[src/rtl/axis_buf_pkg.sv]
// Shared constants and helpers for the AXI-Stream register FIFO.
// Holds default widths/depths and a constant-foldable clog2.
package axis_buf_pkg;

  localparam int DATA_W_DEF = 4;
  localparam int DEPTH_DEF  = 4;

  function automatic int clog2(input int v);
    int r;
    r = 0;
    for (int i = 0; i < 31; i++) begin
      if ((1 << i) < v) r = i + 1;
    end
    return r;
  endfunction

endpackage

[src/rtl/axis_buf_mem.sv]
// Storage array for axis_reg_fifo: DEPTH x (DATA_W+1), {last, data}.
// Ports: clk_i, we_i/waddr_i/wdata_i write port, raddr_i/rdata_o read.
module axis_buf_mem
  import axis_buf_pkg::*;
#(
  parameter int DATA_W = DATA_W_DEF,
  parameter int DEPTH  = DEPTH_DEF,
  parameter int AW     = clog2(DEPTH)
) (
  input  logic          clk_i,
  input  logic          we_i,
  input  logic [AW-1:0] waddr_i,
  input  logic [DATA_W:0] wdata_i,
  input  logic [AW-1:0] raddr_i,
  output logic [DATA_W:0] rdata_o
);

  // Contents are deliberately not reset.
  logic [DATA_W:0] mem_q [DEPTH];

  always_ff @(posedge clk_i) begin
    if (we_i) mem_q[waddr_i] <= wdata_i;
  end

  // Address comes from the read-pointer flop in the parent.
  assign rdata_o = mem_q[raddr_i];

endmodule

[src/rtl/axis_reg_fifo.sv]
// AXI-Stream FIFO with fully registered outputs and a prefetch stage.
// Ports: clk_i, arstn_i (sync, low), t*_i upstream, t*_o downstream,
// level_o fill count, almost_full_o when level_o >= AFULL_LVL.
module axis_reg_fifo
  import axis_buf_pkg::*;
#(
  parameter int DATA_W    = DATA_W_DEF,
  parameter int DEPTH     = DEPTH_DEF,
  parameter int AFULL_LVL = DEPTH - 1
) (
  input  logic                clk_i,
  input  logic                arstn_i,
  input  logic                tvalid_i,
  output logic                tready_o,
  input  logic [DATA_W-1:0]   tdata_i,
  input  logic                tlast_i,
  input  logic                tready_i,
  output logic                tvalid_o,
  output logic [DATA_W-1:0]   tdata_o,
  output logic                tlast_o,
  output logic [clog2(DEPTH):0] level_o,
  output logic                almost_full_o
);

  localparam int AW = clog2(DEPTH);
  localparam int LW = AW + 1;

  logic [AW-1:0]     wr_ptr_q, wr_ptr_d;
  logic [AW-1:0]     rd_ptr_q, rd_ptr_d;
  logic [LW-1:0]     level_q, level_d;
  logic              tvalid_q, tvalid_d;
  logic              tready_q, tready_d;
  logic [DATA_W-1:0] tdata_q, tdata_d;
  logic              tlast_q, tlast_d;
  logic              afull_q, afull_d;

  logic              push, pop, load;
  logic [LW-1:0]     mem_cnt;
  logic [DATA_W:0]   rdata;

  axis_buf_mem #(
    .DATA_W (DATA_W),
    .DEPTH  (DEPTH),
    .AW     (AW)
  ) u_mem (
    .clk_i   (clk_i),
    .we_i    (push),
    .waddr_i (wr_ptr_q),
    .wdata_i ({tlast_i, tdata_i}),
    .raddr_i (rd_ptr_q),
    .rdata_o (rdata)
  );

  always_comb begin
    push    = tvalid_i & tready_q;
    pop     = tvalid_q & tready_i;
    // Level counts the output stage too; the array holds the rest.
    mem_cnt = level_q - LW'(tvalid_q);
    // Refill the output stage whenever it is empty or being drained.
    load    = (mem_cnt != '0) & (~tvalid_q | pop);

    wr_ptr_d = wr_ptr_q + AW'(push);
    rd_ptr_d = rd_ptr_q + AW'(load);
    level_d  = level_q + LW'(push) - LW'(pop);

    tvalid_d = tvalid_q;
    tdata_d  = tdata_q;
    tlast_d  = tlast_q;
    if (load) begin
      tvalid_d = 1'b1;
      tdata_d  = rdata[DATA_W-1:0];
      tlast_d  = rdata[DATA_W];
    end else if (pop) begin
      tvalid_d = 1'b0;
    end

    tready_d = level_d < LW'(DEPTH);
    afull_d  = level_d >= LW'(AFULL_LVL);
  end

  always_ff @(posedge clk_i) begin
    if (!arstn_i) begin
      wr_ptr_q <= '0;
      rd_ptr_q <= '0;
      level_q  <= '0;
      tvalid_q <= 1'b0;
      tready_q <= 1'b0;
      tdata_q  <= '0;
      tlast_q  <= 1'b0;
      afull_q  <= 1'b0;
    end else begin
      wr_ptr_q <= wr_ptr_d;
      rd_ptr_q <= rd_ptr_d;
      level_q  <= level_d;
      tvalid_q <= tvalid_d;
      tready_q <= tready_d;
      tdata_q  <= tdata_d;
      tlast_q  <= tlast_d;
      afull_q  <= afull_d;
    end
  end

  assign tready_o      = tready_q;
  assign tvalid_o      = tvalid_q;
  assign tdata_o       = tdata_q;
  assign tlast_o       = tlast_q;
  assign level_o       = level_q;
  assign almost_full_o = afull_q;

endmodule

[config.mk]
export PLATFORM = sky130hd
export DESIGN_NAME = axis_reg_fifo
export DESIGN_NICKNAME = d
export VERILOG_FILES = /design/src/rtl/axis_buf_pkg.sv /design/src/rtl/axis_buf_mem.sv /design/src/rtl/axis_reg_fifo.sv
export SDC_FILE = /design/constraint.sdc
export NUM_CORES = 1
export LEC_CHECK = 0
export BUFFER_PORTS_ARGS = -buffer_cell sky130_fd_sc_hd__buf_4
export CORE_AREA = 5 5 73 48
export CTS_BUF_LIST = sky130_fd_sc_hd__clkbuf_8
export CTS_CLUSTER_SIZE = 28
export DETAILED_ROUTE_END_ITERATION = 8
export DIE_AREA = 0 0 78 53
export PLACE_DENSITY = 0.76
export SLEW_MARGIN = 15
export SYNTH_ARGS = -nofsm -noshare
export SYNTH_HDL_FRONTEND = slang
export SYNTH_SLANG_ARGS = --single-unit
[constraint.sdc]
create_clock -name clk_i -period 5.3 [get_ports clk_i]
set_input_delay 0.265 -clock clk_i [delete_from_list [all_inputs] [get_ports clk_i]]
set_output_delay 0.265 -clock clk_i [all_outputs]
set_load 0.02 [all_outputs]
Word level (Yosys, flattened, before mapping). Memories as Yosys holds them, arrays and structs flattened. A register that Yosys moved wholly into a read port is not among the register bits. Index checks and enable logic that the tools add are counted. W data, S select, Z words.

Add/subtract/negate cells: 5. Order comparisons: 2. Mux-type cells: 4. Bitwise operators: 5. Reduce and logical (&&, ||, !) cells: 3.

Operator list (number): $sub A3 B1 Y3 (2); $add A2 B1 Y2 (2); $mux W1 (4); $add A3 B1 Y3 (1); $and A1 B1 Y1 (3); $ge A3 B2 Y1 const B (1); $lt A3 B3 Y1 const B (1); $reduce_bool A3 Y1 (1); $reduce_bool A2 Y1 (1); $logic_not A1 Y1 (1); $not A1 Y1 (1); $or A1 B1 Y1 (1).

Flip-flop bits (word level): 10. Memory bits (writable): 20. Word-level logic and storage cells: 26. Memories kept: 1.

Memories: u_mem.mem_q (depth 4, bits a word 5, read ports 1, clocked after Yosys merged registers in 1, wr ports 1, RTL line axis_buf_mem.sv:19) `logic [DATA_W:0] mem_q [DEPTH];`.

Longest topological paths before layout.
Depth after elaboration: 4. Mapped depth: 9.

Modules after synthesis. Synthesis repeated with hierarchy kept, for this count alone.

Cell total of the unflattened synthesis: 102. Area total of the unflattened synthesis: 1457.6 µm².

Modules (own cells, without submodules): axis_buf_mem (times used 1, cells each 30, area an instance 755.7 µm², sequential area each 600.6 µm²); axis_reg_fifo (times used 1, cells each 72, area an instance 701.9 µm², sequential area each 300.3 µm²).

Least setup slack after synthesis. Ideal clock, no wire load.

Kind: reg-to-reg. Start point: reg tready_q (netlist: tready_o). End point: reg tready_q (netlist: tready_o). Library setup time: 115 ps. Data arrival time: 1905 ps. Path slack: 3280 ps. Cell stages (with the launch flop): 10. Period minus slack after synthesis: 2020 ps. Cell sequence: dfxtp_1 nand2_1 ha_1 inv_1 ha_1 inv_1 fa_1 xor2_1 xnor2_1 and2_1.

Word-level cells in the longest chain between the ends: 4.

RTL lines: from (decl) (RTL line axis_reg_fifo.sv:32) `logic tready_q, tready_d;`; from (signal assigned) (RTL line axis_reg_fifo.sv:96) `tready_q <= tready_d;`; $and A1 B1 Y1 (RTL line axis_reg_fifo.sv:55) `push = tvalid_i & tready_q;`; $add A3 B1 Y3 (RTL line axis_reg_fifo.sv:64) `level_d = level_q + LW'(push) - LW'(pop);`; $sub A3 B1 Y3 (RTL line axis_reg_fifo.sv:64); $lt A3 B3 Y1 (RTL line axis_reg_fifo.sv:77) `tready_d = level_d < LW'(DEPTH);`.

No other way between the ends. A chain may end at the register's enable or synchronous reset.

Worst setup path in the final report.
Start point: reg tready_q (netlist: tready_o). End point: reg afull_q (netlist: almost_full_o).

Word-level cells in the longest chain between the ends: 4.

RTL lines: $and A1 B1 Y1 (RTL line axis_reg_fifo.sv:55); $add A3 B1 Y3 (RTL line axis_reg_fifo.sv:64); $sub A3 B1 Y3 (RTL line axis_reg_fifo.sv:64); $ge A3 B2 Y1 (RTL line axis_reg_fifo.sv:78) `afull_d = level_d >= LW'(AFULL_LVL);`; to (signal assigned) (RTL line axis_reg_fifo.sv:99) `afull_q <= afull_d;`; to (decl) (RTL line axis_reg_fifo.sv:35) `logic afull_q, afull_d;`.

No other way between the ends.

==> out/qor.csv <==
stage;metric;value;unit
floorplan;area of the core;2760;sq um
synthesis;Yosys reg bits;35;
cts;# H-tree levels;2;
sta;Finish-stage setup viols;0;
pwr;Pleak;0.665;nW
synthesis;synthesis warning total;0;
routing;1st-iter DRT viols;25;
min_path;Hold Startpoint;tdata_i[2];
placement;RePlAce Congestion;0.740;
cts;post-cts sizing count;0;
critical_path;crit start category;flip-flop;
critical_path;Crit. Startpoint;tready_o;
global_routing;GRT overflow;0;
global_routing;first-pass GRT wire length;3.96;mm
cts;Clock Tree Root;clkbuf_8;
placement;Placed Cells;150;
final_layout;fraction of final layout cells sized beyond drive strength 1;0.218;
synthesis;syn avg cell area;14.2;sq um
critical_path;critical path arrival;2.17;ns
job;Max Cap Viol;0;
cts;post-CTS setup buffer count;0;
synthesis;post-synthesis sequential area ratio;0.617;
placement;Port Buffers;19;
critical_path;Crit. End Element;flip-flop;
routing;antenna-violating nets left;0;
sta;final hold vios;0;
sta;worst slew pin tran;0.887;ns
synthesis;Synth Area in Adders;0.0566;
sta;crit share post-route;0.380;
floorplan;Die Area;4130;sq um
pwr;largest vdd supply drop;183;uV
synthesis;Netlist cell types;27;
synthesis;largest family of logic cells by synthesized area;simple AND/OR/NAND/NOR gates;
floorplan;FP Rows;15;
sta;Rel. slew slack;0.407;
synthesis;Synth Area in Compound Gates;0.0660;
floorplan;die width;78;um
cts;CTS tree;yes;
critical_path;CP required;5.45;ns
cts;Hold Buf Count CTS;0;
pwr;Final Power;0.947;mW
floorplan;Chip Height;53;um
global_routing;GRT Overall Usage;0.135;
sta;RSZ-0062 raised after global routing;no;
cts;Num CTS Buffers;5;
final_layout;nets;138;
routing;vias per cell;5.34;
min_path;Hold/Removal Path Class;in2reg;
sta;Tmin final;2.01;ns
cts;Max clock buf depth;2;
final_layout;Area growth, synth to finish;17.9;%
routing;Via Count;843;
cts;clk slew on worst S/H paths;0.07;ns
critical_path;critical path class;reg2reg;
routing;Routed WL;2.44;mm
sta;fmax;497;MHz
routing;Detailed Routing Iterations Pass 1;4;
routing;DRC viols;0;
final_layout;ant diodes;0;
routing;drt wl/cell;15.5;um
critical_path;r2r setup slk;3.29;ns
pwr;PwrDens;550;nW/um^2
floorplan;Top Ports;20;
synthesis;Post-Synth XOR/XNOR Area;0.0351;
global_routing;initial antenna violation count;0;
floorplan;starting density of the core;0.529;
outcome;status;finished, final reports clean;
global_routing;vias in the first global route;798;
critical_path;Worst R2R Start;tready_o;
global_routing;largest net degree at the start of global routing;18;
synthesis;Syn Nets;118;
synthesis;multiplexer share of the synthesized area;0.0874;
sta;Slew Limit Fails;0;
synthesis;Post-Synthesis Cells;103;
cts;# clock sinks;35;
final_layout;Util after Layout;0.624;
synthesis;post-synthesis instance area;1460;sq um
sta;setup TNS;0;ns
final_layout;Post-Layout Cell Count;158;
cts;worst skew pair latency;0.28;ns
critical_path;crit path max fanout;5;
synthesis;Synth Area in Simple Gates;0.105;
sta;skew final;0.00811;ns
placement;DP HPWL;1.75;mm
## layout by cell type (no fill, tap or decap), drive strengths merged
master | synthesis | final
edfxtp | 20 | 20
buf | 1 | 19
dfxtp | 15 | 15
nand2 | 7 | 7
inv | 5 | 7
nor2 | 5 | 5
and2 | 5 | 5
ha | 5 | 5
clkbuf | 5 | 5
mux4 | 5 | 5
or3 | 4 | 4
o2111ai | 4 | 4
o211ai | 4 | 4
xnor2 | 3 | 3
nand2b | 2 | 2
nor2b | 2 | 2
nor3b | 2 | 2
xor2 | 2 | 2
and3 | 1 | 1
nor3 | 1 | 1
o2111a | 1 | 1
a311o | 1 | 1
a21oi | 1 | 1
o21ai | 1 | 1
fa | 1 | 1
bufinv | 0 | 1
## worst paths after layout
| check | to | cells after the start |
|---|---|---|
| min reg2reg | tdata_o[3] | 2 |
| min | u_mem.mem_q[0][2] | 1 |
| max reg2reg | almost_full_o | 9 |
| max | almost_full_o | 9 |
## power by group
part           total, mW  internal, mW  switching, mW
clock network      0.225         0.137         0.0878
logic              0.336         0.153          0.183
registers          0.386         0.341         0.0453
total              0.947         0.631          0.316
## worst max-delay path, cell delays in order (launching register included)
cell	delay [ns]
dfxtp_1	0.35
nand2_1	0.13
ha_1	0.31
inv_1	0.05
ha_1	0.13
inv_1	0.05
fa_1	0.37
xor2_1	0.17
xnor2_1	0.21
o21ai_0	0.12
## cell usage after synthesis
cell	n	area share
buf_6	1	0.0077
o2111ai_1	4	0.024
xor2_2	1	0.011
a311o_1	1	0.0069
xor2_1	1	0.0060
nand2b_1	2	0.0086
and3_1	1	0.0043
o21ai_0	1	0.0034
o2111a_1	1	0.0077
inv_1	5	0.013
nor2_1	5	0.013
clkbuf_1	5	0.013
fa_1	1	0.014
dfxtp_1	15	0.21
and2_1	5	0.021
edfxtp_1	20	0.41
nor3_1	1	0.0034
nor3b_1	2	0.010
a21oi_1	1	0.0034
mux4_1	4	0.072
mux4_2	1	0.015
or3_1	4	0.017
nand2_1	7	0.018
nor2b_1	2	0.0086
ha_1	5	0.043
o211ai_1	4	0.021
xnor2_1	3	0.018
## kinds of logic after synthesis
kind of cell,count (synthesis)
DFF,35
muxes,5
buffers and inverters,11
AOI/OAI and AO/OA,12
adders and majority gates,6
xor gates and xnor gates,5
and+or+nand+nor,29
## metrics by stage
stage	area, sq um	setup WS (ns)	hold WS (ns)
2_1_floorplan	1460	3.28	0.364
3_3_place_gp	1620	3.30	0.464
4_1_cts	1720	3.30	0.176
3_5_place_dp	1620	3.26	0.472
6_report	1720	3.29	0.182
5_1_grt	1720	3.18	0.169
## state kept, by name, summed over array words and instances, names as in the netlist
name / count
level_o: 3
tdata_o: 4
wr_ptr_q: 2
tready_o: 1
almost_full_o: 1
tvalid_o: 1
rd_ptr_q: 2
tlast_o: 1
u_mem.mem_q: 20
## per-layer routing
layer | vias up | GRT usage | wire, um
met4 | 0 | 0.0590 | 11
met1 | 397 | 0.177 | 1180
met3 | 2 | 0.0663 | 182
met2 | 25 | 0.190 | 1070
met5 | - | 0 | 0
li1 | 419 | - | -
## layout make-up
type | count | area, sq um
clock inverter | 3 | 37.5
timing repair buffer | 19 | 143
clock buffer | 5 | 68.8
tap | 34 | 42.5
multi-input combinational | 57 | 510
fill | 220 | 1040
sequential | 35 | 901
inverter | 5 | 18.8
No activity file was read; power rests on OpenSTA's default activity.
